### src/rtl/stepper_move_profiler.sv
// stepper_move_profiler
//   Trapezoidal step-rate profiler feeding the stepper phase sequencer.
//   A move command (step count and direction) is accepted over valid/ready.
//   One-cycle step_tick pulses are then emitted. The spacing starts at
//   START_DIV clocks, shrinks by ACCEL_DEC per step down to MIN_DIV, holds
//   there while cruising, and ramps back up symmetrically. The move ends
//   with a one-cycle done pulse.
//
//   Optional build macro: STEP_POSITION_EN adds a signed step position
//   accumulator output.
//
// Ports:
//   clk_in      in   system clock, rising edge
//   reset       in   synchronous, active-low reset
//   cmd_valid   in   move command present
//   cmd_ready   out  high when idle; accept on cmd_valid && cmd_ready
//   cmd_steps   in   [CNT_W] number of steps to move
//   cmd_dir     in   direction for the move
//   abort       in   stop current move immediately
//   step_tick   out  one-cycle pulse per step
//   dir_out     out  direction latched at acceptance
//   busy        out  move in progress (including the done cycle)
//   done        out  one-cycle pulse at end of move
//   aborted     out  qualifies done: move ended by abort
//   steps_left  out  [CNT_W] remaining steps
//   position    out  [CNT_W+1] signed step position (STEP_POSITION_EN only)
//
// States:
//   state     | meaning
//   ST_IDLE   | waiting for a command, cmd_ready=1
//   ST_ACCEL  | ramping period down from START_DIV toward MIN_DIV
//   ST_CRUISE | period held at MIN_DIV
//   ST_DECEL  | ramping period back up toward START_DIV
//   ST_DONE   | one-cycle done pulse, then back to idle

module stepper_move_profiler #(
    parameter int CNT_W     = 16,
    parameter int PER_W     = 32,
    parameter int START_DIV = 500000,
    parameter int MIN_DIV   = 250000,
    parameter int ACCEL_DEC = 25000
) (
    input  logic             clk_in,
    input  logic             reset,
    input  logic             cmd_valid,
    output logic             cmd_ready,
    input  logic [CNT_W-1:0] cmd_steps,
    input  logic             cmd_dir,
    input  logic             abort,
    output logic             step_tick,
    output logic             dir_out,
    output logic             busy,
    output logic             done,
    output logic             aborted,
    output logic [CNT_W-1:0] steps_left
`ifdef STEP_POSITION_EN
    ,
    output logic signed [CNT_W:0] position
`endif
);

    localparam logic [PER_W-1:0] START_P = PER_W'(START_DIV);
    localparam logic [PER_W-1:0] MIN_P   = PER_W'(MIN_DIV);
    localparam logic [PER_W-1:0] DEC_P   = PER_W'(ACCEL_DEC);

    typedef enum logic [2:0] {
        ST_IDLE,
        ST_ACCEL,
        ST_CRUISE,
        ST_DECEL,
        ST_DONE
    } state_t;

    state_t           state_q, state_nxt;
    logic [PER_W-1:0] period_q, period_nxt;
    logic [PER_W-1:0] counter_q, counter_nxt;
    logic [CNT_W-1:0] ramp_q, ramp_nxt;
    logic [CNT_W-1:0] steps_nxt;
    logic             dir_nxt;
    logic             aborted_nxt;

    logic [CNT_W-1:0] rem;
    logic [CNT_W-1:0] ramp_inc;
    logic [PER_W-1:0] per_dec;
    logic [PER_W-1:0] per_inc;
    logic [PER_W-1:0] cruise_exit;

    // Saturating period arithmetic. The differences are taken against the
    // bounds first, so nothing can wrap even with PER_W near the bounds.
    always_comb begin
        rem      = steps_left - CNT_W'(1);
        ramp_inc = ramp_q + CNT_W'(1);
        per_dec  = ((period_q - MIN_P) > DEC_P) ? (period_q - DEC_P) : MIN_P;
        per_inc  = ((START_P - period_q) > DEC_P) ? (period_q + DEC_P) : START_P;
        cruise_exit = ((START_P - MIN_P) > DEC_P) ? (MIN_P + DEC_P) : START_P;
    end

    always_comb begin
        state_nxt   = state_q;
        period_nxt  = period_q;
        counter_nxt = counter_q;
        ramp_nxt    = ramp_q;
        steps_nxt   = steps_left;
        dir_nxt     = dir_out;
        aborted_nxt = aborted;
        step_tick   = 1'b0;
        cmd_ready   = (state_q == ST_IDLE);
        busy        = (state_q != ST_IDLE);
        done        = (state_q == ST_DONE);

        case (state_q)
            ST_IDLE: begin
                if (cmd_valid) begin
                    dir_nxt     = cmd_dir;
                    steps_nxt   = cmd_steps;
                    period_nxt  = START_P;
                    ramp_nxt    = '0;
                    counter_nxt = '0;
                    aborted_nxt = 1'b0;
                    state_nxt   = (cmd_steps == '0) ? ST_DONE : ST_ACCEL;
                end
            end

            ST_ACCEL, ST_CRUISE, ST_DECEL: begin
                if (abort) begin
                    // Abort beats a tick that would land in the same cycle.
                    aborted_nxt = 1'b1;
                    state_nxt   = ST_DONE;
                end else if (counter_q == (period_q - PER_W'(1))) begin
                    step_tick   = 1'b1;
                    counter_nxt = '0;
                    steps_nxt   = rem;
                    if (rem == '0) begin
                        state_nxt = ST_DONE;
                    end else begin
                        case (state_q)
                            ST_ACCEL: begin
                                ramp_nxt = ramp_inc;
                                // Enough steps left only to ramp back down:
                                // turn around before reaching cruise speed.
                                if (rem == ramp_inc) begin
                                    state_nxt = ST_DECEL;
                                end else if (rem < ramp_inc) begin
                                    state_nxt  = ST_DECEL;
                                    period_nxt = per_inc;
                                end else begin
                                    period_nxt = per_dec;
                                    if (per_dec == MIN_P) state_nxt = ST_CRUISE;
                                end
                            end
                            ST_CRUISE: begin
                                if (rem == ramp_q) begin
                                    state_nxt  = ST_DECEL;
                                    period_nxt = cruise_exit;
                                end
                            end
                            default: begin
                                period_nxt = per_inc;
                            end
                        endcase
                    end
                end else begin
                    counter_nxt = counter_q + PER_W'(1);
                end
            end

            ST_DONE: begin
                state_nxt = ST_IDLE;
            end

            default: begin
                state_nxt = ST_IDLE;
            end
        endcase
    end

    always_ff @(posedge clk_in) begin
        if (!reset) begin
            state_q <= ST_IDLE;
        end else begin
            state_q <= state_nxt;
        end
    end

    always_ff @(posedge clk_in) begin
        if (!reset) begin
            period_q   <= START_P;
            counter_q  <= '0;
            ramp_q     <= '0;
            steps_left <= '0;
            dir_out    <= 1'b0;
            aborted    <= 1'b0;
        end else begin
            period_q   <= period_nxt;
            counter_q  <= counter_nxt;
            ramp_q     <= ramp_nxt;
            steps_left <= steps_nxt;
            dir_out    <= dir_nxt;
            aborted    <= aborted_nxt;
        end
    end

`ifdef STEP_POSITION_EN
    // Free-running signed position; wraps, never cleared by commands.
    always_ff @(posedge clk_in) begin
        if (!reset) begin
            position <= '0;
        end else if (step_tick) begin
            position <= dir_out ? (position + (CNT_W+1)'(1))
                                : (position - (CNT_W+1)'(1));
        end
    end
`endif

endmodule

### config.mk
export PLATFORM = sky130hd
export DESIGN_NAME = stepper_move_profiler
export DESIGN_NICKNAME = d
export VERILOG_FILES = /design/src/rtl/stepper_move_profiler.sv
export SDC_FILE = /design/constraint.sdc
export NUM_CORES = 1
export LEC_CHECK = 0
export ABC_AREA = 1
export CAP_MARGIN = 20
export CELL_PAD_IN_SITES_DETAIL_PLACEMENT = 1
export CELL_PAD_IN_SITES_GLOBAL_PLACEMENT = 1
export CORE_MARGIN = 4
export CORE_UTILIZATION = 30
export CTS_CLUSTER_SIZE = 14
export DETAILED_ROUTE_END_ITERATION = 10
export PLACE_DENSITY_LB_ADDON = 0.25
export SETUP_SLACK_MARGIN = 0.3
export SYNTH_ARGS = -nofsm -noshare
export SYNTH_HDL_FRONTEND = slang
export SYNTH_SLANG_ARGS = --single-unit
### constraint.sdc
create_clock -name clk_in -period 9.05 [get_ports clk_in]
set_input_delay 1.3575 -clock clk_in [delete_from_list [all_inputs] [get_ports clk_in]]
set_output_delay 1.3575 -clock clk_in [all_outputs]
set_load 0.05 [all_outputs]
* Word-level counts from Yosys, hierarchy flattened
Index checks and enable logic that the tools add are counted.
** Cells by class
- Add/sub/neg operators :: 8
- Multiply operators :: 0
- Divide/modulo/power cells :: 0
- $lt $le $gt $ge :: 3
- Equality and inequality tests :: 20
- Shift operators :: 0
- Mux-type cells :: 42
- Bitwise logic cells :: 0
- Reduce and logical (&&, ||, !) cells :: 13
** Operators with widths (number)
- $mux W32 :: 12
- $pmux W32 S2 :: 3
- $mux W16 :: 8
- $gt A32 B15 Y1 const B :: 2
- $pmux W16 S2 :: 2
- $add A32 B1 Y32 const B :: 1
- $add A32 B15 Y32 const B :: 1
- $eq A16 B16 Y1 :: 2
- $eq A32 B18 Y1 const B :: 1
- $eq A32 B32 Y1 :: 1
- $logic_not A16 Y1 :: 2
- $sub A19 B32 Y32 const A :: 1
- $sub A32 B1 Y32 const B :: 1
- $sub A32 B15 Y32 const B :: 1
- $sub A32 B18 Y32 const B :: 1
- $mux W3 :: 9
- $add A16 B1 Y16 const B :: 1
- $lt A16 B16 Y1 :: 1
- $sub A16 B1 Y16 const B :: 1
- $ne A2 B2 Y1 const B :: 6
- $pmux W3 S2 :: 2
- $ne A5 B5 Y1 const B :: 2
- $ne A3 B3 Y1 const B :: 3
- $ne A7 B7 Y1 const B :: 1
- 15 further kinds :: 21
** Word-level totals
- Flip-flop bits (word level) :: 101
- Bits in latches :: 0
- RAM bits :: 0
- Bits in read-only memories :: 0
- Input bits :: 21
- Word-level logic and storage cells :: 93
- Memories kept :: 0

* Depth between registers and ports, before layout
Gate-level depths: netlist of run 1.
- Depth in word-level cells :: 12
- Depth in mapped cells :: 30
- Mapped depth without buffers :: 30

* Worst setup path before layout of run 1
Ideal clock, no wire load.
- Kind :: flip-flop to output port
- Start :: register period_q[0]
- End :: output port step_tick
- Arrival time :: 2.549 ns
- Path slack :: 5.144 ns
- Cell stages (with the launch flop) :: 14
- Buffers on the path :: 0
- Cells stage by stage :: dfxtp_1 > inv_2 > ha_1 > nand2_1 > nor2_1 > nand2_1 > nor2_1 > nand4_1 > or2_2 > a211oi_1 > nand3b_1 > nor2_1 > nand3_1 > nor2_1
** Between the ends
- Cells in the longest elaborated chain, start to end :: 5
** RTL lines
- start: declaration :: RTL line 75 : logic [PER_W-1:0] period_q, period_nxt;
- start signal: assignment :: RTL line 194 : period_q <= period_nxt;
- $sub A32 B1 Y32 :: RTL line 129 : end else if (counter_q == (period_q - PER_W'(1))) begin
- $eq A32 B32 Y1 :: RTL line 129
- $mux W1 :: RTL line 129
- $mux W1 :: RTL line 125 : if (abort) begin
- $mux W1 :: RTL line 111 : case (state_q)
- end: declaration :: RTL line 50 : output logic step_tick,
No other way between the ends.

* Worst setup path in the final report of run 1
- Start :: register period_q[13]
- End :: output port step_tick
Same word-level chain as after synthesis.

==> flow_metrics.env, run 1 <==
export IMPL_critical_path_reg2reg_endpoint="period_q[16]"
export IMPL_grt_pass1_vias=12900
export IMPL_slew_headroom_pct=36.1
export IMPL_rows=70
export IMPL_cts_htree_levels=3
export IMPL_max_vdd_ir_drop_mv=0.184
export IMPL_post_dp_hpwl_um=38100
export IMPL_endpoint="step_tick"
export IMPL_final_period_minus_worst_setup_slack_ns=5.51
export IMPL_gp_routability_congestion=0.923
export IMPL_startpoint_type="flip-flop"
export IMPL_cts_buffer_depth=2
export IMPL_synthToLayoutAreaGrowth_pct=9.40
export IMPL_crit_path_start="period_q[13]"
export IMPL_clock_sinks=101
export IMPL_quantity_of_i_o_buffers_inserted_on_ports=42
export IMPL_min_path_type="flip-flop to flip-flop"
export IMPL_io_pins=43
export IMPL_post_place_ws_ns=3.96
export IMPL_rsz0062_at_grt="false"
export IMPL_vias=12800
export IMPL_synthCells=1934
export IMPL_clk_pin_slew_ns=0.09
export IMPL_crit_family="simple AND/OR/NAND/NOR gates"
export IMPL_path_class="flip-flop to output port"
export IMPL_top_signal_layer_used="met4"
export IMPL_coreArea_um2=37000
export IMPL_drt_wirelength_per_cell_um=19.7
export IMPL_reg2regPathDepth=28
export IMPL_length_of_routed_wiring_on_met1_um=22100
export IMPL_synth_fp_nets=1979
export IMPL_dr_wl_met3_um=1660
export IMPL_critPathMaxFanout=13
export IMPL_dr_first_iter_drc_count=809
export IMPL_count_of_unresolved_drc_violations_after_routing=0
export IMPL_initial_antenna_violation_count=0
export IMPL_max_cap_check_violation_count=0
export IMPL_worst_ep_arrival_ns=4.15
export IMPL_critical_path_depth=12
export IMPL_crit_slowest_cell="sky130_fd_sc_hd__clkdlybuf4s50_1"
export IMPL_tritoncts="built"
export IMPL_report_final_hold_viol_count=0
export IMPL_grt_start_max_net_pins=39
export IMPL_register_to_register_setup_slack_ns=3.90
export IMPL_leakage_dissipation_nw=5.51
export IMPL_worst_skew_pair_late_latency_ns=0.38
export IMPL_diodes=0
export IMPL_globalRouteTotalUtil_pct=22.9
export IMPL_cts_resized=0
export IMPL_synthesis_area_per_instance_um2=5.86
export IMPL_avgViaCountPerCell=5.24
export IMPL_total_clock_buffers_created_by_cts=9
export IMPL_fmaxAchievable_ghz=0.182
export IMPL_timing_rr_start="ramp_q[1]"
export IMPL_setup_tns_final_ns=0
export IMPL_met2RoutedLength_um=22800
export IMPL_syn_area_um2=11300
export IMPL_detail_route_wirelength_um=48100
export IMPL_cells_along_the_critical_path="nor2_1 > nand2_1 > nor2_4 > nand2_2 > nor2_2 > xor2_1 > o21ai_0 > nand3b_1 > nor2_1 > nand3_1 > nor2_1 > clkdlybuf4s50_1"
export IMPL_layout_drive_gt1_share_pct=7.55
export IMPL_synthesis_yosys_warnings=0
export IMPL_status="complete, no violations"
export IMPL_drt_antenna_violating_nets=0
export IMPL_final_setup_viol_count=0
export IMPL_critical_path_max_stage_delay_ns=0.82
export IMPL_cp_required_ns=7.69
export IMPL_synth_lib_cells_used_distinct=55
export IMPL_nets=1973
export IMPL_die_outline_area_um2=41000
export IMPL_die_y_um=202
export IMPL_cts_repair_timing_setup_buffer_count=0
export IMPL_cts_hold_buffers_added=0
export IMPL_pwrdens_nw_per_um2=373
export IMPL_seq_area_frac_synth_pct=17.8
export IMPL_first_pass_iters=5
export IMPL_endpoint_kind="output port"
export IMPL_die_x_um=202
export IMPL_clk_root_buffer_cell="sky130_fd_sc_hd__clkbuf_16"
export IMPL_cp_common_cell="sky130_fd_sc_hd__nor2_1"
export IMPL_cp_buffers_inverters=1
export IMPL_leftover_overflow_at_the_end_of_global_routing=0
export IMPL_grt_first_pass_wirelength_um=75200
export IMPL_post_route_period_util_pct=60.9
export IMPL_initial_utilization_pct=30.7
export IMPL_skew_ns=0.0215
export IMPL_fin_ws_ns=3.54
export IMPL_yosys_register_bits=101
export IMPL_slew_violations=0
export IMPL_total_power_mw=4.63
export IMPL_worst_slew_pin_transition_ns=0.955
## kinds of logic after synthesis
group	after synthesis	synth area share (%)
and+or+nand+nor	1129	44.6
adders and majority gates	24	2.65
xor gates and xnor gates	148	11.4
muxes	1	0.0883
buffers and inverters	291	11.0
DFF	101	17.8
AOI/OAI and AO/OA	240	12.4
## power by group
group / switching (mW) / internal [mW]
logic: 2.45 / 1.06
registers: 0.141 / 0.541
clock network: 0.214 / 0.222
## cells in the mapped netlist (all sizes together)
library cell,number,share of area [%]
nand2,548,19
nor2,291,11
inv,212,7.0
nand3,178,8.1
xor2,129,10
a21oi,104,4.9
dfxtp,101,18
o21ai,98,4.5
buf,54,3.1
nand4,44,2.6
nor3,31,1.5
ha,24,2.6
clkbuf,19,0.63
xnor2,19,1.5
nor4,17,0.99
o2111ai,14,1.1
a211oi,11,1.1
or2,7,0.39
clkinv,6,0.28
nand3b,5,0.33
and2,3,0.17
and3,3,0.17
o211ai,3,0.20
a21boi,2,0.13
a31oi,2,0.11
o21a,2,0.13
o21bai,2,0.13
mux2i,1,0.088
nor3b,1,0.066
o211a,1,0.088
o22ai,1,0.055
or4,1,0.066
## worst min-delay path, delay by kind of cell (launching register included)
kind	cells	cell delay, ns
AO/OA/AOI/OAI	1	0.05
flip-flops	1	0.32
AND/OR/NAND/NOR	1	0.06
## sequential cells by signal, indices dropped and copies added (netlist names)
signal,cells
dir_out,1
period_q,32
state_q,3
counter_q,32
aborted,1
steps_left,16
ramp_q,16
## cell usage in the layout (no fill, tap or decap), types with 3 or more instances in the layout
cell,synthesis,routed
sky130_fd_sc_hd__a211oi_1,3,3
sky130_fd_sc_hd__a211oi_2,8,8
sky130_fd_sc_hd__a21oi_1,94,94
sky130_fd_sc_hd__a21oi_2,10,10
sky130_fd_sc_hd__and2_1,3,3
sky130_fd_sc_hd__and3_1,3,3
sky130_fd_sc_hd__buf_4,11,13
sky130_fd_sc_hd__clkbuf_16,0,9
sky130_fd_sc_hd__clkdlybuf4s50_1,0,42
sky130_fd_sc_hd__clkinv_2,3,4
sky130_fd_sc_hd__dfxtp_1,101,101
sky130_fd_sc_hd__ha_1,24,24
sky130_fd_sc_hd__inv_1,194,194
sky130_fd_sc_hd__inv_2,18,18
sky130_fd_sc_hd__nand2_1,524,524
sky130_fd_sc_hd__nand2_2,19,19
sky130_fd_sc_hd__nand2_4,5,5
sky130_fd_sc_hd__nand3_1,173,173
sky130_fd_sc_hd__nand3_2,4,4
sky130_fd_sc_hd__nand3b_1,5,5
sky130_fd_sc_hd__nand4_1,41,41
sky130_fd_sc_hd__nand4_2,3,3
sky130_fd_sc_hd__nor2_1,256,256
sky130_fd_sc_hd__nor2_2,20,20
sky130_fd_sc_hd__nor2_4,12,12
sky130_fd_sc_hd__nor2_8,3,3
sky130_fd_sc_hd__nor3_1,29,29
sky130_fd_sc_hd__nor4_1,16,16
sky130_fd_sc_hd__o2111ai_1,14,14
sky130_fd_sc_hd__o211ai_1,3,3
sky130_fd_sc_hd__o21ai_0,85,85
sky130_fd_sc_hd__o21ai_1,11,11
sky130_fd_sc_hd__or2_2,5,5
sky130_fd_sc_hd__xnor2_1,19,19
sky130_fd_sc_hd__xor2_1,129,129
## worst min path at each step
stage | start | end | cells past startpoint
2_1_floorplan | ramp_q[1] | ramp_q[1] | 2
3_3_place_gp | dir_out | dir_out | 2
3_5_place_dp | dir_out | dir_out | 2
4_1_cts | dir_out | dir_out | 2
5_1_grt | dir_out | dir_out | 2
6_report | aborted | aborted | 2
## per-layer routing
| metal | global-route usage, % | vias up |
|---|---|---|
| met4 | 7.88 | 0 |
| met1 | 30.5 | 6219 |
| li1 | - | 6208 |
| met3 | 1.99 | 76 |
| met2 | 38.9 | 270 |
| met5 | 0 | - |
## area by class of cell
cell class,instances,area [µm²]
clock inverters,6,80.1
fillers,4995,24600
clock buffers,10,229
repair buffers,56,546
well taps,504,631
multi-input cells,1542,8070
inverters,218,827
flip-flops and latches,101,2020
## per-stage QoR
stage / utilization, % / hold slack, ns / instance area [µm²] / instances
after floorplan: - / 0.471 / 11300 / 1934
after global placement: 32.7 / 0.452 / 12100 / 2420
after detailed placement: 32.7 / 0.460 / 12100 / 2421
after CTS: 33.6 / 0.474 / 12400 / 2437
after global routing: 33.6 / 0.502 / 12400 / 2437
final: 33.6 / 0.468 / 12400 / 2437
Note: power is estimated with default switching activity, not from simulation.
==> run 2: changes to the inputs <==
clock period = 5.75 ns   (was 9.05 ns; I/O delays follow)
==> flow_metrics.env, run 2 (synthesis results as in run 1) <==
export IMPL_fmaxAchievable_ghz=0.202
export IMPL_commonest_cells_after_routing_fill_and_taps_aside="524 x sky130_fd_sc_hd__nand2_1, 256 x sky130_fd_sc_hd__nor2_1, 194 x sky130_fd_sc_hd__inv_1, 173 x sky130_fd_sc_hd__nand3_1, 129 x sky130_fd_sc_hd__xor2_1"
export IMPL_min_path_type="flip-flop to flip-flop"
export IMPL_cells_along_the_critical_path="inv_2 > ha_1 > nand2_1 > nor2_1 > nand2_1 > nor2_1 > nand4_1 > nor2_1 > xor2_1 > nand3_1 > nor2_1 > nand3_1 > nor2_1 > clkdlybuf4s50_1"
export IMPL_report_final_hold_viol_count=0
export IMPL_final_setup_viol_count=0
export IMPL_p_clk_share_pct=8.9
export IMPL_rsz0062_at_grt="false"
export IMPL_dr_first_iter_drc_count=767
export IMPL_clk_root_buffer_cell="sky130_fd_sc_hd__clkbuf_16"
export IMPL_fillers=5012
export IMPL_critical_path_reg2reg_endpoint="period_q[16]"
export IMPL_final_core_util_pct=33.6
export IMPL_total_clock_buffers_created_by_cts=9
export IMPL_biggestRegsByFlops="counter_q x32, period_q x32"
export IMPL_cp_buffers_inverters=2
export IMPL_gp_routability_congestion=0.916
export IMPL_endpoint_kind="output port"
export IMPL_worst_skew_pair_late_latency_ns=0.37
export IMPL_cts_htree_levels=3
export IMPL_clock_sinks=101
export IMPL_quantity_of_i_o_buffers_inserted_on_ports=42
export IMPL_met1_track_usage_gr_pct=29.6
export IMPL_synthToLayoutAreaGrowth_pct=9.47
export IMPL_startpoint_type="flip-flop"
export IMPL_worstHoldStart="dir_out"
export IMPL_cts_hold_buffers_added=0
export IMPL_skew_ns=0.0204
export IMPL_layout_drive_gt1_share_pct=7.84
export IMPL_fin_ws_ns=0.806
export IMPL_path_class="flip-flop to output port"
export IMPL_cp_common_cell="sky130_fd_sc_hd__nor2_1"
export IMPL_crit_slowest_cell="sky130_fd_sc_hd__clkdlybuf4s50_1"
export IMPL_groute_layer_met2_usage_pct=38.0
export IMPL_tritoncts="built"
export IMPL_die_x_um=202
export IMPL_p_sw_share_pct=60.6
export IMPL_cts_repair_timing_setup_buffer_count=0
export IMPL_grt_pass1_vias=13100
export IMPL_die_outline_area_um2=41000
export IMPL_mostFrequentLayoutCell="sky130_fd_sc_hd__nand2_1"
export IMPL_layout_cell_area_non_filler_um2=12400
export IMPL_vias=12800
export IMPL_placed_cells_incl_taps=2428
export IMPL_leftover_overflow_at_the_end_of_global_routing=0
export IMPL_max_vdd_ir_drop_mv=0.335
export IMPL_reg2regPathDepth=28
export IMPL_pwrdens_nw_per_um2=582
export IMPL_slew_violations=0
export IMPL_clk_pin_slew_ns=0.09
export IMPL_grt_busiest_layer="met2"
export IMPL_use_met3_pct=2.37
export IMPL_initial_antenna_violation_count=0
export IMPL_rows=70
export IMPL_register_to_register_setup_slack_ns=0.82
export IMPL_diodes=0
export IMPL_critPathMaxFanout=6
export IMPL_globalRouteTotalUtil_pct=22.8
export IMPL_max_cap_check_violation_count=0
export IMPL_status="complete, no violations"
export IMPL_setup_tns_final_ns=0
export IMPL_cts_buffer_depth=2
export IMPL_cell_internal_pwr_mw=2.84
export IMPL_slew_headroom_pct=36.0
export IMPL_grt_first_pass_wirelength_um=74300
export IMPL_drt_antenna_violating_nets=0
export IMPL_holdPathEnd="dir_out"
export IMPL_placed_area_um2=12100
export IMPL_coreArea_um2=37000
export IMPL_cts_resized=0
export IMPL_io_pins=43
export IMPL_cell_depth_of_the_worst_min_delay_path=2
export IMPL_drt_wirelength_per_cell_um=19.5
export IMPL_nets=1980
export IMPL_avgViaCountPerCell=5.24
export IMPL_crit_family="simple AND/OR/NAND/NOR gates"
export IMPL_p_seq_share_pct=14.7
export IMPL_total_switching_power_mw=4.38
export IMPL_post_route_period_util_pct=86.0
export IMPL_die_y_um=202
export IMPL_worst_slew_pin_transition_ns=0.949
export IMPL_timing_rr_start="ramp_q[1]"
export IMPL_count_of_unresolved_drc_violations_after_routing=0
export IMPL_post_dp_hpwl_um=37900
export IMPL_post_place_ws_ns=0.890
export IMPL_crit_path_start="period_q[0]"
export IMPL_detail_route_wirelength_um=47500
export IMPL_first_pass_iters=5
export IMPL_critical_path_max_stage_delay_ns=0.82
export IMPL_worst_ep_arrival_ns=4.08
export IMPL_final_cell_count_no_fill=2444
export IMPL_final_period_minus_worst_setup_slack_ns=4.94
export IMPL_leakage_dissipation_nw=5.53
export IMPL_initial_utilization_pct=30.7
export IMPL_power_share_combinational_pct=76.4
export IMPL_grt_start_max_net_pins=39
export IMPL_cp_required_ns=4.89
-- run 2: cell count changes in the layout (fill, tap and decap cells not counted), sizes merged --
| cell | previous run | this run |
|---|---|---|
| bufinv | 1 | 0 |
| clkinv | 8 | 7 |
| buf | 14 | 21 |
| clkbuf | 10 | 12 |
-- run 2: worst reg2reg max path: cells and delay by family (launching register included) --
family | cells | cell delay, ns
simple gates | 14 | 1.94
buf+inv | 7 | 1.13
compound gates | 4 | 0.68
fa+ha+maj | 2 | 0.52
flops | 1 | 0.38
xor+xnor | 1 | 0.18
-- run 2: metal layers --
| metal | up-vias | share of wire (%) |
|---|---|---|
| met3 | 107 | 4.1 |
| met1 | 6128 | 45 |
| met5 | - | 0 |
| met2 | 329 | 46 |
| li1 | 6245 | - |
| met4 | 0 | 4.7 |
-- run 2: how the worst max path moves through the flow --
| stage | cells past startpoint | slack, ns | end |
|---|---|---|---|
| 6_report | 14 | 0.81 | step_tick |
| 3_5_place_dp | 28 | 0.89 | period_q[16] |
| 5_1_grt | 28 | 0.31 | period_q[16] |
| 3_3_place_gp | 27 | 1.16 | period_q[15] |
| 2_1_floorplan | 20 | 2.25 | period_q[17] |
| 4_1_cts | 14 | 0.80 | step_tick |
-- run 2: metrics by stage --
stage,hold slack [ns],total power [mW]
5_1_grt,0.491,7.98
3_5_place_dp,0.465,6.56
2_1_floorplan,0.471,4.99
6_report,0.472,7.22
4_1_cts,0.477,7.24
3_3_place_gp,0.449,6.47
-- run 2: power by group through the flow --
stage | Combinational, mW | Sequential, mW | Clock [mW]
6_report | 5.52 | 1.06 | 0.643
2_1_floorplan | 3.80 | 1.19 | 0
3_3_place_gp | 5.39 | 1.07 | 0
4_1_cts | 5.52 | 1.06 | 0.661
5_1_grt | 6.20 | 1.09 | 0.681
3_5_place_dp | 5.48 | 1.08 | 0
-- run 2: layout make-up --
type	count	area [µm²]	share of cell area (%)
clock buffer	12	246	1.99
clock inverter	4	37.5	0.302
inverter	218	827	6.66
multi-input combinational	1542	8070	65.0
sequential	101	2020	16.3
tap	504	631	5.08
timing repair buffer	63	578	4.66
==> run 3: changes to the inputs <==
clock period = 4.7 ns   (was 5.75 ns; I/O delays follow)
==> flow_metrics.env, run 3 (synthesis results as in run 1) <==
export IMPL_grt_start_max_net_pins=46
export IMPL_slew_headroom_pct=24.6
export IMPL_p_sw_share_pct=59.6
export IMPL_register_to_register_setup_slack_ns=0.72
export IMPL_leakage_dissipation_nw=5.68
export IMPL_post_route_period_util_pct=90.3
export IMPL_diodes=0
export IMPL_grt_pass1_vias=13400
export IMPL_coreArea_um2=37000
export IMPL_min_path_type="flip-flop to flip-flop"
export IMPL_commonest_cells_after_routing_fill_and_taps_aside="523 x sky130_fd_sc_hd__nand2_1, 252 x sky130_fd_sc_hd__nor2_1, 193 x sky130_fd_sc_hd__inv_1, 173 x sky130_fd_sc_hd__nand3_1, 129 x sky130_fd_sc_hd__xor2_1"
export IMPL_cp_common_cell="sky130_fd_sc_hd__nor2_1"
export IMPL_worst_skew_pair_late_latency_ns=0.38
export IMPL_final_setup_viol_count=0
export IMPL_status="complete, no violations"
export IMPL_p_seq_share_pct=13.9
export IMPL_biggestRegsByFlops="counter_q x32, period_q x32"
export IMPL_max_cap_check_violation_count=0
export IMPL_synthToLayoutAreaGrowth_pct=12.1
export IMPL_grt_first_pass_wirelength_um=78700
export IMPL_post_dp_hpwl_um=40700
export IMPL_nets=2007
export IMPL_die_x_um=202
export IMPL_mostFrequentLayoutCell="sky130_fd_sc_hd__nand2_1"
export IMPL_first_pass_iters=5
export IMPL_dr_first_iter_drc_count=891
export IMPL_max_vdd_ir_drop_mv=0.389
export IMPL_initial_utilization_pct=30.7
export IMPL_cts_buffer_depth=2
export IMPL_skew_ns=0.0204
export IMPL_cp_required_ns=3.99
export IMPL_fmaxAchievable_ghz=0.236
export IMPL_startpoint_type="flip-flop"
export IMPL_cells_along_the_critical_path="nor2_1 > nand2_1 > nor2_1 > buf_4 > nand3_1 > nand2_1 > o21ai_0 > a211oi_1 > nand3b_1 > nor2_1 > nand3_1 > nor2_1 > buf_4"
export IMPL_initial_antenna_violation_count=1
export IMPL_avgViaCountPerCell=5.27
export IMPL_final_period_minus_worst_setup_slack_ns=4.24
export IMPL_path_class="flip-flop to output port"
export IMPL_p_clk_share_pct=9.2
export IMPL_tritoncts="built"
export IMPL_crit_slowest_cell="sky130_fd_sc_hd__nor2_1"
export IMPL_rows=70
export IMPL_clock_sinks=101
export IMPL_power_share_combinational_pct=76.9
export IMPL_drt_antenna_violating_nets=0
export IMPL_leftover_overflow_at_the_end_of_global_routing=0
export IMPL_quantity_of_i_o_buffers_inserted_on_ports=42
export IMPL_clk_pin_slew_ns=0.08
export IMPL_pwrdens_nw_per_um2=746
export IMPL_layout_cell_area_non_filler_um2=12700
export IMPL_clk_root_buffer_cell="sky130_fd_sc_hd__clkbuf_16"
export IMPL_worst_ep_arrival_ns=3.54
export IMPL_endpoint_kind="output port"
export IMPL_detail_route_wirelength_um=51300
export IMPL_report_final_hold_viol_count=0
export IMPL_layout_drive_gt1_share_pct=9.72
export IMPL_cell_internal_pwr_mw=3.83
export IMPL_count_of_unresolved_drc_violations_after_routing=0
export IMPL_total_switching_power_mw=5.65
export IMPL_die_outline_area_um2=41000
export IMPL_critPathMaxFanout=5
export IMPL_io_pins=43
export IMPL_slew_violations=0
export IMPL_critical_path_max_stage_delay_ns=0.65
export IMPL_globalRouteTotalUtil_pct=24.4
export IMPL_rsz0062_at_grt="false"
export IMPL_setup_tns_final_ns=0
export IMPL_gp_routability_congestion=0.971
export IMPL_worst_slew_pin_transition_ns=1.13
export IMPL_total_clock_buffers_created_by_cts=9
export IMPL_drt_wirelength_per_cell_um=20.8
export IMPL_die_y_um=202
export IMPL_cts_htree_levels=3
export IMPL_placed_area_um2=12300
export IMPL_hold_slack_ns=0.474
export IMPL_vias=13000
==> run 3: cell count changes in the layout (fill, tap and decap cells not counted), sizes merged <==
cell and delta:
buf +25, clkinv -1, nand3 +1, bufinv +2, clkinvlp +4, clkdlybuf4s50 -1
clkbuf -2, inv -2
==> run 3: worst paths after layout <==
| kind | from | endpoint | depth (start not counted) |
|---|---|---|---|
| hold / removal | aborted | aborted | 2 |
| setup / recovery | period_q[22] | step_tick | 13 |
| setup reg to reg | ramp_q[1] | period_q[25] | 26 |
| hold reg to reg | aborted | aborted | 2 |
==> run 3: through the flow <==
stage | instances | setup WS [ns] | utilization [%] | power (mW)
floorplan | 1934 | 1.20 | - | 6.11
global placement | 2445 | 0.355 | 33.2 | 8.01
detailed placement | 2445 | 0.115 | 33.2 | 8.20
CTS | 2464 | 0.339 | 34.1 | 9.26
global route | 2470 | 0.286 | 34.4 | 10.3
finish | 2470 | 0.458 | 34.4 | 9.49
==> run 3: metal layers <==
layer / vias up / share of wire, % / GRT usage, %
met1: 6254 / 44 / 31.1
met4: 0 / 5.0 / 11.6
met3: 116 / 4.8 / 2.98
li1: 6281 / - / -
met5: - / 0 / 0
met2: 371 / 47 / 41.1
==> run 3: layout make-up <==
class	count	area (µm²)
fill	4979	24200
sequential	101	2020
timing repair buffer	87	772
clock inverter	5	82.6
inverter	218	835
tap	504	631
clock buffer	10	239
multi-input combinational	1543	8120
timing repair inverter	2	15.0
==> run 3: what timing repair did <==
item / 4_1_cts / 5_1_grt
pin swaps: 0 / 4
gates cloned: 1 / 2
gates resized for setup: 5 / 14
endpoints found under the setup margin: 5 / 35
buffers inserted: 3 / 4
endpoints found under the hold margin: 0 / 0
hold buffers: 0 / 0
==> run 3: power by group through the flow <==
stage               sequential (mW)  combinational, mW  clock [mW]
floorplan                      1.46               4.65           0
global placement               1.33               6.68           0
detailed placement             1.33               6.87           0
CTS                            1.31               7.06       0.891
global route                   1.35               8.07       0.916
finish                         1.32               7.29       0.873
==> run 3: critical path, delay by kind of cell (launching register included) <==
family          cells  cell delay (ns)
buf+inv             2             0.47
compound gates      2             0.41
flops               1             0.41
simple gates        9             1.86
